## src/rtl/snell_pkg.sv

```systemverilog
// Shared definitions for the Snell index solver: FSM state encoding, default
// parameter values and the product-width / latency derivations.
// Optional build macro: SNELL_ROUND_EN (one extra quotient bit, round half-up).
package snell_pkg;

  localparam int IDX_W_DEF    = 8;
  localparam int IDX_FRAC_DEF = 4;
  localparam int ANG_W_DEF    = 7;
  localparam int SIN_FRAC_DEF = 8;

  localparam int ANG_MAX      = 90;
  localparam int LUT_DEPTH    = ANG_MAX + 1;

  // pi scaled by 2^30, used to build the sine table at elaboration
  localparam longint PI_Q30   = 64'sd3373259426;

  typedef enum logic [2:0] {
    IDLE  = 3'd0,
    LOOK2 = 3'd1,
    LOOK1 = 3'd2,
    MUL   = 3'd3,
    DIV   = 3'd4,
    DONE  = 3'd5
  } state_t;

  // Exact width of n2 * sin(theta2)
  function automatic int calc_pw(input int idx_w, input int sin_frac);
    return idx_w + sin_frac + 1;
  endfunction

  // Number of quotient bits produced, one per DIV cycle
  function automatic int calc_div_bits(input int idx_w, input int sin_frac);
`ifdef SNELL_ROUND_EN
    return calc_pw(idx_w, sin_frac) + 1;
`else
    return calc_pw(idx_w, sin_frac);
`endif
  endfunction

  // Accept edge to out_valid: LOOK2, LOOK1, MUL, DIV bits, DONE format cycle
  function automatic int calc_latency(input int idx_w, input int sin_frac);
    return calc_div_bits(idx_w, sin_frac) + 4;
  endfunction

endpackage

```

## src/rtl/snell_sine_lut.sv

```systemverilog
// Sine table for integer degrees 0..90, values round(sin(d) * 2^SIN_FRAC),
// built at elaboration with a fixed-point Taylor series. Output is registered,
// so data appears one cycle after the address is presented.
module snell_sine_lut import snell_pkg::*; #(
  parameter int SIN_FRAC = SIN_FRAC_DEF
) (
  input  logic                clk,
  input  logic [6:0]          addr_i,
  output logic [SIN_FRAC:0]   sin_o
);

  localparam int SW = SIN_FRAC + 1;

  function automatic logic [LUT_DEPTH*SW-1:0] build_table();
    logic [LUT_DEPTH*SW-1:0] tbl;
    longint x;
    longint term;
    longint acc;
    longint v;
    tbl = '0;
    for (int d = 0; d < LUT_DEPTH; d++) begin
      x    = (longint'(d) * PI_Q30) / 64'sd180;
      term = x;
      acc  = x;
      for (int k = 1; k <= 8; k++) begin
        term = (term * x) >>> 30;
        term = (term * x) >>> 30;
        term = -(term / longint'((2 * k) * (2 * k + 1)));
        acc  = acc + term;
      end
      v = ((acc <<< SIN_FRAC) + (64'sd1 <<< 29)) >>> 30;
      // sin(90) must be exactly 1.0 regardless of series error
      if (d == ANG_MAX) v = 64'sd1 <<< SIN_FRAC;
      tbl[d*SW +: SW] = v[SW-1:0];
    end
    return tbl;
  endfunction

  localparam logic [LUT_DEPTH*SW-1:0] TABLE = build_table();

  logic [6:0]    idx;
  logic [SW-1:0] sin_q;

  assign idx   = (addr_i > 7'(ANG_MAX)) ? 7'(ANG_MAX) : addr_i;
  assign sin_o = sin_q;

  // Registered table read
  always_ff @(posedge clk) begin
    sin_q <= TABLE[int'(idx)*SW +: SW];
  end

endmodule

```

## src/rtl/snell_index_solver.sv

```systemverilog
// Computes n1 = n2 * sin(theta2) / sin(theta1) in unsigned fixed point with a
// shared sine table and a bit-serial restoring divider.
// Optional build macro: SNELL_ROUND_EN -- one extra quotient bit, round half-up.
//
// state | meaning
// IDLE  | ready for operands
// LOOK2 | table addressed with theta2
// LOOK1 | sin(theta2) captured, table addressed with theta1
// MUL   | sin(theta1) captured, dividend = n2 * sin(theta2)
// DIV   | one quotient bit per cycle, MSB first
// DONE  | result formatted, then held until out_ready
module snell_index_solver import snell_pkg::*; #(
  parameter int IDX_W    = IDX_W_DEF,
  parameter int IDX_FRAC = IDX_FRAC_DEF,
  parameter int ANG_W    = ANG_W_DEF,
  parameter int SIN_FRAC = SIN_FRAC_DEF
) (
  input  logic             clk,
  input  logic             rst,
  input  logic             in_valid,
  output logic             in_ready,
  input  logic [IDX_W-1:0] n2,
  input  logic [ANG_W-1:0] theta1,
  input  logic [ANG_W-1:0] theta2,
  output logic             out_valid,
  input  logic             out_ready,
  output logic [IDX_W-1:0] n1,
  output logic             div_zero,
  output logic             sat
);

  localparam int PW = calc_pw(IDX_W, SIN_FRAC);
  localparam int DW = calc_div_bits(IDX_W, SIN_FRAC);
  localparam int SW = SIN_FRAC + 1;
  localparam int CW = $clog2(DW);

  state_t           state_q, state_d;
  logic [IDX_W-1:0] n2_q, n2_d;
  logic [6:0]       th1_q, th1_d, th2_q, th2_d;
  logic [SW-1:0]    sin2_q, sin2_d, sin1_q, sin1_d, rem_q, rem_d;
  logic [DW-1:0]    dq_q, dq_d;
  logic [CW-1:0]    cnt_q, cnt_d;
  logic [IDX_W-1:0] n1_q, n1_d;
  logic             dz_q, dz_d, sat_q, sat_d, ov_q, ov_d;

  logic [6:0]       lut_addr;
  logic [SW-1:0]    lut_sin;
  logic             accept;
  logic [SW:0]      trial;
  logic             qbit;
  logic [PW-1:0]    prod;
  logic [DW-1:0]    q_fin;
  logic             q_ovf;
`ifdef SNELL_ROUND_EN
  logic [DW:0]      q_inc;
`endif

  function automatic logic [6:0] clamp_ang(input logic [ANG_W-1:0] a);
    if (a > ANG_W'(ANG_MAX)) return 7'(ANG_MAX);
    return 7'(a);
  endfunction

  snell_sine_lut #(.SIN_FRAC(SIN_FRAC)) u_lut (
    .clk    (clk),
    .addr_i (lut_addr),
    .sin_o  (lut_sin)
  );

  assign accept    = (state_q == IDLE) && in_valid;
  assign out_valid = ov_q;
  assign n1        = n1_q;
  assign div_zero  = dz_q;
  assign sat       = sat_q;

  // Divider step, dividend product and final quotient shaping
  always_comb begin
    trial = {rem_q, dq_q[DW-1]};
    qbit  = (trial >= {1'b0, sin1_q});
    prod  = PW'(n2_q) * PW'(sin2_q);
`ifdef SNELL_ROUND_EN
    q_inc = {1'b0, dq_q} + (DW+1)'(1);
    q_fin = q_inc[DW:1];
`else
    q_fin = dq_q;
`endif
    q_ovf = |q_fin[DW-1:IDX_W];
  end

  // Next state, in_ready and table address selection
  always_comb begin
    state_d  = state_q;
    in_ready = 1'b0;
    lut_addr = th1_q;
    unique case (state_q)
      IDLE: begin
        in_ready = 1'b1;
        if (in_valid) state_d = LOOK2;
      end
      LOOK2: begin
        lut_addr = th2_q;
        state_d  = LOOK1;
      end
      LOOK1: state_d = MUL;
      MUL:   state_d = DIV;
      DIV:   if (cnt_q == '0) state_d = DONE;
      DONE:  if (ov_q && out_ready) state_d = IDLE;
      default: state_d = IDLE;
    endcase
  end

  // Datapath next values
  always_comb begin
    n2_d   = n2_q;
    th1_d  = th1_q;
    th2_d  = th2_q;
    sin2_d = sin2_q;
    sin1_d = sin1_q;
    rem_d  = rem_q;
    dq_d   = dq_q;
    cnt_d  = cnt_q;
    n1_d   = n1_q;
    dz_d   = dz_q;
    sat_d  = sat_q;
    ov_d   = ov_q;
    if (accept) begin
      n2_d  = n2;
      th1_d = clamp_ang(theta1);
      th2_d = clamp_ang(theta2);
    end
    unique case (state_q)
      LOOK1: sin2_d = lut_sin;
      MUL: begin
        sin1_d = lut_sin;
        rem_d  = '0;
        cnt_d  = CW'(DW - 1);
`ifdef SNELL_ROUND_EN
        dq_d   = {prod, 1'b0};
`else
        dq_d   = prod;
`endif
      end
      DIV: begin
        rem_d = qbit ? SW'(trial - {1'b0, sin1_q}) : trial[SW-1:0];
        dq_d  = {dq_q[DW-2:0], qbit};
        cnt_d = cnt_q - CW'(1);
      end
      DONE: begin
        if (!ov_q) begin
          ov_d = 1'b1;
          if (th1_q == '0) begin
            n1_d  = '1;
            dz_d  = 1'b1;
            sat_d = 1'b0;
          end else if (q_ovf) begin
            n1_d  = '1;
            dz_d  = 1'b0;
            sat_d = 1'b1;
          end else begin
            // integer field then fraction field of the quotient
            n1_d  = {q_fin[IDX_W-1:IDX_FRAC], q_fin[IDX_FRAC-1:0]};
            dz_d  = 1'b0;
            sat_d = 1'b0;
          end
        end else if (out_ready) begin
          ov_d = 1'b0;
        end
      end
      default: ;
    endcase
  end

  // FSM state register
  always_ff @(posedge clk) begin
    if (rst) state_q <= IDLE;
    else     state_q <= state_d;
  end

  // Datapath and result registers
  always_ff @(posedge clk) begin
    if (rst) begin
      n2_q   <= '0;
      th1_q  <= '0;
      th2_q  <= '0;
      sin2_q <= '0;
      sin1_q <= '0;
      rem_q  <= '0;
      dq_q   <= '0;
      cnt_q  <= '0;
      n1_q   <= '0;
      dz_q   <= 1'b0;
      sat_q  <= 1'b0;
      ov_q   <= 1'b0;
    end else begin
      n2_q   <= n2_d;
      th1_q  <= th1_d;
      th2_q  <= th2_d;
      sin2_q <= sin2_d;
      sin1_q <= sin1_d;
      rem_q  <= rem_d;
      dq_q   <= dq_d;
      cnt_q  <= cnt_d;
      n1_q   <= n1_d;
      dz_q   <= dz_d;
      sat_q  <= sat_d;
      ov_q   <= ov_d;
    end
  end

endmodule

```

## config.mk

```make
export PLATFORM = sky130hd
export DESIGN_NAME = snell_index_solver
export DESIGN_NICKNAME = d
export VERILOG_FILES = /design/src/rtl/snell_pkg.sv /design/src/rtl/snell_sine_lut.sv /design/src/rtl/snell_index_solver.sv
export SDC_FILE = /design/constraint.sdc
export NUM_CORES = 1
export LEC_CHECK = 0
export CAP_MARGIN = 10
export CORE_UTILIZATION = 43
export DETAILED_ROUTE_END_ITERATION = 6
export GPL_TIMING_DRIVEN = 0
export HOLD_SLACK_MARGIN = 0.15
export PLACE_DENSITY = 0.67
export SKIP_LAST_GASP = 1
export SLEW_MARGIN = 20
export SYNTH_ARGS = -nofsm -noshare
export SYNTH_HDL_FRONTEND = slang
export SYNTH_SLANG_ARGS = --single-unit
```

## constraint.sdc

```tcl
create_clock -name clk -period 9.02 [get_ports clk]
set_input_delay 1.804 -clock clk [delete_from_list [all_inputs] [get_ports clk]]
set_output_delay 1.804 -clock clk [all_outputs]
set_load 0.02 [all_outputs]
```

==> results.md <==
- The flow ran to the end, and the final reports show no timing, DRC or antenna violations.
- Entering global routing, the biggest net connects 16 pins.
- The critical path goes through clkbuf_1 > nand2_1 > fa_1 > fa_1 > inv_1 > fa_1 > inv_1 > fa_1 > inv_1 > ha_1 > o21a_1 > o41a_1 > a41oi_1 > nor4_1 > a211o_1.
- The synthesis warning total is 0.
- The cell area that synthesis handed to floorplanning was ~7500 um2.
- The total congestion overflow after global routing is 0.
- Dividing total power by cell area gives a power density of approximately 150 nW/um2.
- In the final design database the tool counted 1117 nets.
- After synthesis, the largest family of logic cells by area is simple AND/OR/NAND/NOR gates.
- The synthesized design spends more area on one cell type than any other, namely dfxtp_1.
- In this run the tool buffered the top-level ports with 37 buffer cells.
- The placement row count is 47.
- The critical path crosses 15 cells after its start point.
- The number of levels in the clock H-tree is 3.
- The worst setup path is launched from a flop.
- Data arrives at the worst endpoint at 4.93 ns.
- The number of cells on the worst hold path is 2.
- The filler cell count in the final layout is about 1700.
- The global router's overall resource usage is 0.2292.
- The tool flagged a number of max-cap violations equal to 0.
- The classification of the worst setup path is reg -> reg.
- For the worst setup path, the data required time is roughly 9 ns.
- The max-slew violation total from the final report is 0.
- Ranked by total cell area, the synthesized netlist is headed by dfxtp_1 (25%), fa_1 (11%), ha_1 (9.2%).
- The distinct cell type count after synthesis is 67.
- Clock-pin slew was measured on the worst setup and hold paths at roughly 0.070 ns.
- For the pin with the worst max-slew slack, the measured transition is a little over 1 ns.
- The length of the first detailed-routing pass in iterations is 5.
- The via count of the first global-routing pass is just under 7000.
- After detailed routing, the number of remaining DRC violations is 0.
- In the finished design, the share of the clock period the worst path needs comes to 0.5197.
- Counting stages on the worst path, the most repeated cell is fa_1.
- The worst-path cell with the longest stage delay is fa_1.
- Synthesis handed over a netlist of about 950 instances.
- Counting cells, the worst reg-to-reg path comes to 15.
- The synthesized-area fraction occupied by and/or/nand/nor cells is 0.2413.
- The total wire length is ~19 mm.
- For the worst-skew pair, the clock arrives at the later sink with an insertion delay of between 0.3 and 0.4 ns.
- The root cell of the clock tree is clkbuf_16.
- At the end of routability-driven placement, the weighted congestion stood at approximately 0.93.
- The kind of cell with the highest combined delay along the critical path is adder cells.
- Counting instances in the post-synthesis netlist gives the leading cell types as nand2_1 (123), dfxtp_1 (94), nor2_1 (82).
- The clock period could shrink to around 4.7 ns.
- The class of the most critical hold timing path is reg -> reg.
- From left edge to right edge, the die measures approximately 130 um.
- The synthesis-to-layout area growth is 12.91%.
- The die height is approximately 130 um.
- The initial core utilization is 0.4465.
- The worst-case register-to-register setup slack is between 4 and 5 ns.
- Dividing the synthesized area by the synthesized cell count gives about 7.9 um2.
- On the worst path, the slowest cell contributes a delay of between 0.5 and 0.6 ns.
- met2 is the most crowded layer.
- Setup slack closes at 4.332 ns.
- The most used flip-flop cell after synthesis is dfxtp_1.
- Using the TritonRoute via totals, the vias-per-cell ratio works out to between 5 and 6.
- Gates resized during post-CTS repair numbered 0.
- The total clock buffers created by CTS is 9.
- Derived from the worst setup path, the maximum achievable clock frequency is between 200 and 250 MHz.
- Measured against its own limit, the worst slew margin works out to 0.3054.
- The mux contribution to synthesized area is 0.03032.
- In this run the worst path has a maximum fanout of 10.
- The total setup violations reported at the end of the flow is 0.
- The fraction of synthesis flops using an asynchronous set or reset pin is 0.
- Together, buffers and inverters on the worst path number 4.
- The number of sinks handled by clock tree synthesis is 94.
- The setup TNS after final layout is 0 ns.
- The XOR/XNOR share of the synthesized area is 0.01866.
- The initial DRC count is ~330.
- Dividing the detail-routed wire length by the instance count gives 15.88 um.
- For this design the top-level I/O count stands at 38.
- For met1 alone, demand over resource in global routing was 0.2895.
- Buffers inserted to repair hold after CTS numbered 0.
- Detailed routing inserted a total of between 6000 and 7000 vias.
- The number of flops mapped to enable cells by yosys is 0.
- The floorplan step defined a die boundary enclosing 18000 um2.
- The kind of end point of the critical path is a flop.
- Setup repair after global routing left no endpoint under its margin.
- Detailed placement finished with a half-perimeter wire length of roughly 15 mm.
- The top cell type's share of synthesized area is 0.2506.
- The compound-cell area share of the yosys netlist came to 0.1853.
- Synthesis inferred 94 register bits.
- In the post-synthesis netlist, the cell with the most instances is nand2_1.
- On the final layout, the worst clock skew is approximately 0.0088 ns.
- In the final layout, the share of cells above drive strength 1 is 0.04409.
- The adder and majority gate portion of the synthesized area is 0.2063.
- TritonCTS built the clock tree.
- After floorplanning, the core was sized to cover between 15000 and 20000 um2.
- The number of nets in the synthesized netlist is between 1000 and 1500.
- The analysis attributes to cell leakage a power of between 3 and 4 nW.
- The sequential share of the synthesized area is 0.2506.
- The worst slack after detailed placement is approximately 4.3 ns.
- The post-CTS setup buffer count is 0.
- The post-route antenna net violation count is 0.
- The number of endpoints with negative hold slack in the final report is 0.
- The initial antenna violation count was 0.
- For met2 alone, demand over resource in global routing was 0.4030.
- The worst supply voltage drop on vdd is about 0.11 mV.
- The first global-routing pass estimated around 33 mm of wire.
- In this run the deepest clock path goes through 2 buffers.
- The met3 capacity usage during global routing is 0.03137.
- The antenna diode instance count is 0.
==> per-layer routing <==
metal | vias up | share of wire | wire, um
met5 | - | 0 | 0
met2 | 154 | 0.49 | 9474
met1 | 3192 | 0.45 | 8750
met4 | 0 | 0.021 | 409
li1 | 3348 | - | -
met3 | 30 | 0.037 | 710
==> logic make-up (layout without fill, tap and decap cells) <==
group                    count (synthesis)  after routing
AND/OR/NAND/NOR                        378            378
AO/OA/AOI/OAI                          214            214
buffers and inverters                  125            178
adder cells (fa/ha/maj)                 98             98
flip-flops                              94             94
multiplexers                            20             20
XOR/XNOR                                16             16
==> cells in the final DEF, fill, tap and decap left out, types with 4 or more instances in the layout <==
master	instances
ha_1	55
a21o_1	7
fa_1	43
and3_1	4
xnor2_1	10
buf_2	7
o211ai_1	6
nand2_1	123
a21boi_0	4
mux2i_1	13
o21a_1	6
nand3_1	16
a221oi_1	9
a211oi_1	22
nand3b_1	7
clkdlybuf4s50_1	37
xor2_1	6
a31oi_1	12
nor2_1	82
nor3_1	42
a22oi_1	12
or2_2	5
nand2b_1	7
inv_1	72
clkbuf_1	40
and2_1	63
mux2_2	4
a21oi_1	81
o21ai_0	24
dfxtp_1	94
clkbuf_16	9
nor2b_1	9
==> final cells by class <==
class | count | area [um2] | area share
Sequential cell | 94 | 1882 | 0.2219
Clock buffer | 11 | 242.7 | 0.02863
Timing Repair Buffer | 37 | 370.4 | 0.04368
Buffer | 52 | 234.0 | 0.02759
Clock inverter | 5 | 81.33 | 0.009591
Tap cell | 220 | 275.3 | 0.03246
Inverter | 73 | 274.0 | 0.03232
Multi-Input combinational cell | 726 | 5120 | 0.6038
==> state kept, by name (all words and copies together), names as in the netlist, 3 cells and up <==
register     count
cnt_q            5
state_q          3
u_lut.sin_o      9
n1               8
dq_q            17
n2_q             8
th1_q            7
sin1_q           9
sin2_q           9
th2_q            7
rem_q            9
==> worst register-to-register path, delay by kind of cell, from the launching register on <==
kind / cells / cell delay (ns)
buf+inv: 4 / 0.50
compound gates: 4 / 1.12
simple gates: 2 / 0.22
flops: 1 / 0.30
fa+ha+maj: 5 / 2.45
==> per-stage QoR <==
stage | hold WS, ns | power, mW | instances | instance area, um2 | utilization
global placement | 0.4462 | 0.8670 | 1202 | 8155 | 0.4849
floorplan | 0.4321 | 0.7544 | 945 | 7510 | -
global route | 0.4845 | 1.354 | 1218 | 8479 | 0.5042
detailed placement | 0.4479 | 0.8680 | 1202 | 8155 | 0.4849
finish | 0.4560 | 1.283 | 1218 | 8479 | 0.5042
CTS | 0.4572 | 1.287 | 1218 | 8479 | 0.5042
==> worst paths after layout <==
path | to | from
setup / recovery | dq_q[15] | n2_q[6]
hold / removal | sin1_q[3] | sin1_q[3]
setup reg to reg | dq_q[15] | n2_q[6]
hold reg to reg | sin1_q[3] | sin1_q[3]
==> power by group <==
group | internal, mW | switching [mW] | total (mW) | leakage [nW]
Sequential | 0.450 | 0.0376 | 0.487 | 0.764
Clock | 0.251 | 0.165 | 0.416 | 0.156
Combinational | 0.146 | 0.234 | 0.379 | 2.66
Total | 0.846 | 0.436 | 1.28 | 3.58
Note: power is estimated with default switching activity, not from simulation.
==> edit 1, RTL diff (config.mk and constraints unchanged) <==
Change the package constant `SIN_FRAC_DEF` from 8 to 4.
--- a/src/rtl/snell_pkg.sv
+++ b/src/rtl/snell_pkg.sv
@@ -7,5 +7,5 @@
   localparam int IDX_FRAC_DEF = 4;
   localparam int ANG_W_DEF    = 7;
-  localparam int SIN_FRAC_DEF = 8;
+  localparam int SIN_FRAC_DEF = 4;
 
   localparam int ANG_MAX      = 90;
Formal check against the unedited RTL: same outputs for any inputs over 10 cycles, from zero or initial values and one cycle with rst high; that may be too few to reach the edited logic, so the function may still have changed.
==> edit 1 against the unedited design <==
  * Critical path depth down 2
  * Power is 37% lower
  * Worst setup slack improved by 0.79 ns
  * Clock power down 36%
  * Via count fell by 38%
  * Final area shrank 35%
  * Sequential cell count down 21
  * Clock skew rose by 0.0079 ns
  * Routed wire length is 43% lower
  * Global-route usage is 2.6 points lower
  * Synthesized area decreased by 37%
==> edit 1: results (changes against the unedited design) <==
The flow ran to the end, and the final reports show no timing, DRC or antenna violations. The total global-route track usage came to 20.3% (-2.6 points). The total met3 wirelength after detailed routing is 417 um (-41%). The global-route track usage on met3 is 3.75% (+0.62 points). The clock tree buffer count of the final layout is 10 (-1). The remaining max-slew budget at the tightest pin came out at 34.9% (+4.4 points). The power dissipated in the clock network is 0.000267 W (-36%). The count of multi-input gates came out at 447 (-38%).

The leakage power is 2.25 nW (-37%). The number of signal-net inverters in the final layout is 39 (-47%). The met2 usage was 33.0% (-7.3 points).

The site row count is 38 (-19%). The synthesized netlist cell count is 590 (-38%). The final design area excluding fillers was 5520 um^2 (-35%). The data arrival time of the worst path was 4.13 ns (-0.80 ns). The multi-input gate share of total cell area is 54.9% (-5.5 points). The total half-perimeter wirelength after legalization and detailed placement is 8.63 mm (-42%). The end of the worst register-to-register path is dq_q[12]. The proportion of layout cells with a drive suffix above 1 is 5.13% (+0.72 points). The complex-gate fraction of the synthesized area is 17.8% (-0.74 points). In this run the critical register-to-register path is launched from sin2_q[4].

Sorting the synthesized cells by area gives the leading types as sky130_fd_sc_hd__dfxtp_1 31%, sky130_fd_sc_hd__fa_1 8.0%, sky130_fd_sc_hd__ha_1 7.9%. The adder and majority cell fraction of the synthesized area is 15.8% (-4.8 points). The wire length of the first global-routing pass is 18.4 mm (-44%). Sorting the synthesized cells by how often they occur yields 86 x sky130_fd_sc_hd__nand2_1, 73 x sky130_fd_sc_hd__dfxtp_1, 67 x sky130_fd_sc_hd__nor2_1. The total detailed-routing wirelength is 11.0 mm (-43%).

The number of signal-net buffers in the layout is 68 (-24%). The depth of the worst hold-timing path is 2 (unchanged). The post-placement cell area was 5320 um^2 (-35%).

The count of vias placed by the detailed router came to 4148 (-38%). The number of flip-flops in the largest register is 13 (-4). The fraction of area in registers is 26.5% (+4.3 points). The largest net degree at the start of global routing is 14 (-2). The distinct cell type count after synthesis came out at 59 (-12%).

The final estimated routing congestion in global placement is 0.868 (-7.2%). The worst IR drop on VDD is 0.0831 mV (-26%). The cell total after placement came out at 767 (-36%).

The final-layout fill cell count is 1084 (-36%). The met1 routing resource usage after global routing is 27.4% (-1.6 points). The post-route non-filler standard cell count is 783 (-36%). The part of the power in the clock network came out at 33.0% (+0.5 points). The net switching power figure came out at 0.000256 W (-41%). The DRC marker count from the first detailed-route iteration came out at 209 (-36%). The sequential element share of the synthesized area is 30.6% (+5.6 points). The maximum fanout along the worst path is 9 (-1).

The minimum setup slack among reg-to-reg paths came out at 5.12 ns (+0.79 ns). The multiplexer share of the synthesized area was 4.59% (+1.6 points). The number of nets in the layout came out at 713 (-36%). The worst setup skew after layout is 0.0166 ns (+0.00788 ns). The worst hold margin is 0.458 ns (+0.00201 ns). The met1 wire length came out at 5.42 mm (-38%). The non-clock buffer share of cell area came out at 9.13% (+2.0 points). The clock sink total came to 73 (-22%).
edit 1: changes by cell type after synthesis, moves of 8 or more:
cell,unedited run,this run
sky130_fd_sc_hd__fa_1,43,19
sky130_fd_sc_hd__nor2b_1,9,1
sky130_fd_sc_hd__nor3_1,42,20
sky130_fd_sc_hd__o21ai_0,24,11
sky130_fd_sc_hd__inv_1,72,39
sky130_fd_sc_hd__a21oi_1,81,53
sky130_fd_sc_hd__and2_1,63,27
sky130_fd_sc_hd__a211oi_1,22,11
sky130_fd_sc_hd__nand2_1,123,86
sky130_fd_sc_hd__nor2_1,82,67
sky130_fd_sc_hd__ha_1,55,30
sky130_fd_sc_hd__clkbuf_1,39,23
sky130_fd_sc_hd__dfxtp_1,94,73
edit 1: worst max-delay path: stages (launching register included):
cell and delay, ns:
sky130_fd_sc_hd__dfxtp_1 0.50, sky130_fd_sc_hd__nand2_1 0.13, sky130_fd_sc_hd__fa_1 0.52, sky130_fd_sc_hd__fa_1 0.51, sky130_fd_sc_hd__fa_1 0.54, sky130_fd_sc_hd__inv_1 0.04, sky130_fd_sc_hd__ha_1 0.32, sky130_fd_sc_hd__a21o_1 0.16
sky130_fd_sc_hd__a21oi_1 0.21, sky130_fd_sc_hd__o21bai_1 0.11, sky130_fd_sc_hd__a31oi_1 0.27, sky130_fd_sc_hd__o21ai_0 0.19, sky130_fd_sc_hd__mux2i_1 0.18, sky130_fd_sc_hd__o211ai_1 0.10
edit 1: worst max path at each step:
stage	end	slack [ns]	cells past startpoint
detailed placement	dq_q[12]	5.14	13
global placement	dq_q[12]	5.12	13
global route	dq_q[12]	4.84	13
CTS	in_ready	5.11	3
finish	dq_q[12]	5.12	13
floorplan	dq_q[12]	5.46	13
==> edit 2, RTL diff (same flow settings) <==
Made on the original files. Make the reset (`rst`) asynchronous in 2 clocked blocks.
--- a/src/rtl/snell_index_solver.sv
+++ b/src/rtl/snell_index_solver.sv
@@ -171,5 +171,5 @@
 
   // FSM state register
-  always_ff @(posedge clk) begin
+  always_ff @(posedge clk or posedge rst) begin
     if (rst) state_q <= IDLE;
     else     state_q <= state_d;
@@ -177,5 +177,5 @@
 
   // Datapath and result registers
-  always_ff @(posedge clk) begin
+  always_ff @(posedge clk or posedge rst) begin
     if (rst) begin
       n2_q   <= '0;
Check against the original RTL: differs if rst is asserted again (counterexample within 4 cycles, from zero or initial values and one cycle with rst high); with rst held inactive, the same outputs for 4 cycles.
==> edit 2 against the unedited design <==
  * Die area increased by 1.8%
  * Routed wire length shrank 5.6%
  * Worst hold slack worse by 0.020 ns
  * Maximum frequency is 4.6% lower
  * Count of clock-buffer cells in the layout is the same
  * Worst setup slack worse by 0.22 ns
  * Final area rose by 2.2%
  * Synthesized area is 1.8% higher
  * Sequential cell count is the same
  * Via count fell by 7.0%
  * Critical path type unchanged
Power is left out: the tool's default activity adds up to more than one toggle a clock period on the data nets, which glitch-free logic cannot reach.
==> edit 2: results (changes against the unedited design) <==
The flow ran to the end, and the final reports show no timing, DRC or antenna violations. The final estimated routing congestion in global placement is 0.923 (-1.2%). The proportion of layout cells with a drive suffix above 1 is 7.85% (+3.4 points). The initial antenna violation count is 0 (unchanged). The post-route non-filler standard cell count came out at 1117 (-8.3%). The adder and majority cell fraction of the synthesized area is 20.3% (-0.37 points). The complex-gate fraction of the synthesized area came out at 17.7% (-0.84 points). The distinct cell type count after synthesis is 75 (+12%). The number of inserted diodes is 0 (unchanged).

The worst hold margin is 0.436 ns (-0.0198 ns). The DRC marker count from the first detailed-route iteration is 426 (+30%). The total met3 wirelength after detailed routing was 844 um (+19%). The mean instance size in the synthesized netlist came to 9.12 um^2 (+15%). The per-cell via count in the routed design is 5.60 (+1.4%). The sequential element share of the synthesized area is 30.2% (+5.1 points).

The total global-route track usage was 21.3% (-1.6 points). The worst setup skew after layout is 0.0106 ns (+0.00185 ns). The met2 wire length is 8.51 mm (-10%). The post-placement cell area was 8330 um^2 (+2.1%). The number of nets in the layout is 1011 (-9.5%). By area the synthesized netlist is led by sky130_fd_sc_hd__dfrtp_1 28%, sky130_fd_sc_hd__fa_1 11%, sky130_fd_sc_hd__ha_1 9.0%. The global-route track usage on met3 was 2.66% (-0.48 points).

The final-layout fill cell count came out at 1672 (-1.0%). The synthesized netlist net count is 962 (-10%). The total detailed-routing wirelength came out at 18.3 mm (-5.6%). The total half-perimeter wirelength after legalization and detailed placement is 14.2 mm (-4.7%). Counting flops per register, the top entry is dq_q. The worst hold path belongs to the class flip-flop to flip-flop. The data arrival time of the worst path was 5.12 ns (+0.19 ns). By instance count, the leading cell after synthesis is sky130_fd_sc_hd__dfrtp_1. By count the netlist is led by 85 x sky130_fd_sc_hd__dfrtp_1, 80 x sky130_fd_sc_hd__nand2_1, 77 x sky130_fd_sc_hd__inv_1. The wire length of the first global-routing pass is 30.8 mm (-6.4%). The met2 usage is 34.1% (-6.2 points). The worst setup timing slack at the placement stage is 4.11 ns (-0.215 ns). The maximum fanout along the worst path came out at 10 (unchanged).

The transition time at the pin with the least slew margin came out at 0.925 ns (-0.108 ns). Following the worst setup path forward leads to its endpoint at dq_q[15]. The parity-gate share of the synthesized area counting xor and xnor cells is 2.29% (+0.42 points). The clock-pin transition on the worst setup and hold timing paths is 0.07 ns (about the same). The met1 routing resource usage after global routing is 29.5% (+0.59 points). The largest net degree at the start of global routing came out at 45 (+29). The met1 wire length is 8.54 mm (-2.4%).

The multiplexer share of the synthesized area came out at 6.53% (+3.5 points). The worst reg-to-reg path cell count was 15 (unchanged). The async set or reset register ratio after synthesis is 90.4% (+90 points).

The multi-input combinational cell area was 4880 um^2 (-4.7%). The number of synthesis warnings came out at 0 (unchanged). The final worst setup slack is 4.11 ns (-0.225 ns).

The number of flip-flops in the largest register came out at 17 (unchanged). In this run the worst setup path begins at n2_q[4]. The number of global-route vias before repair came out at 6073 (-10%). The depth of the worst hold-timing path came out at 2 (unchanged).
edit 2: changes by cell type after synthesis, sizes merged, moves of 19 or more:
cell,change
a21oi,-42
clkbuf,-19
dfrtp,+85
dfxtp,-85
mux2,+20
nand2,-43
nor2,-26
nor3,-28
o21ai,+42
edit 2: worst min-delay path by stage:
stage	from	endpoint
2_1_floorplan	u_lut.sin_o[0]	sin1_q[0]
3_3_place_gp	u_lut.sin_o[0]	sin1_q[0]
3_5_place_dp	u_lut.sin_o[0]	sin1_q[0]
4_1_cts	u_lut.sin_o[0]	sin1_q[0]
5_1_grt	u_lut.sin_o[0]	sin1_q[0]
6_report	u_lut.sin_o[0]	sin1_q[0]
edit 2: layout make-up:
| type | count | area share [%] |
|---|---|---|
| Clock inverter | 5 | 0.939 |
| Multi-Input combinational cell | 631 | 56.3 |
| Sequential cell | 94 | 26.6 |
| Timing Repair Buffer | 38 | 4.59 |
| Tap cell | 225 | 3.25 |
| Clock buffer | 11 | 2.92 |
| Inverter | 78 | 3.41 |
| Buffer | 35 | 1.91 |
edit 2: worst max-delay path: stages (launching register included):
cell and delay (ns):
sky130_fd_sc_hd__dfrtp_1 0.51, sky130_fd_sc_hd__and2_1 0.22, sky130_fd_sc_hd__fa_1 0.46, sky130_fd_sc_hd__fa_1 0.55, sky130_fd_sc_hd__inv_1 0.05, sky130_fd_sc_hd__fa_1 0.47, sky130_fd_sc_hd__fa_1 0.56, sky130_fd_sc_hd__inv_1 0.04
sky130_fd_sc_hd__ha_1 0.34, sky130_fd_sc_hd__o21a_1 0.21, sky130_fd_sc_hd__o31a_1 0.13, sky130_fd_sc_hd__o41ai_1 0.39, sky130_fd_sc_hd__o21ai_0 0.21, sky130_fd_sc_hd__o41ai_1 0.34, sky130_fd_sc_hd__xor2_1 0.22, sky130_fd_sc_hd__o21ai_0 0.09
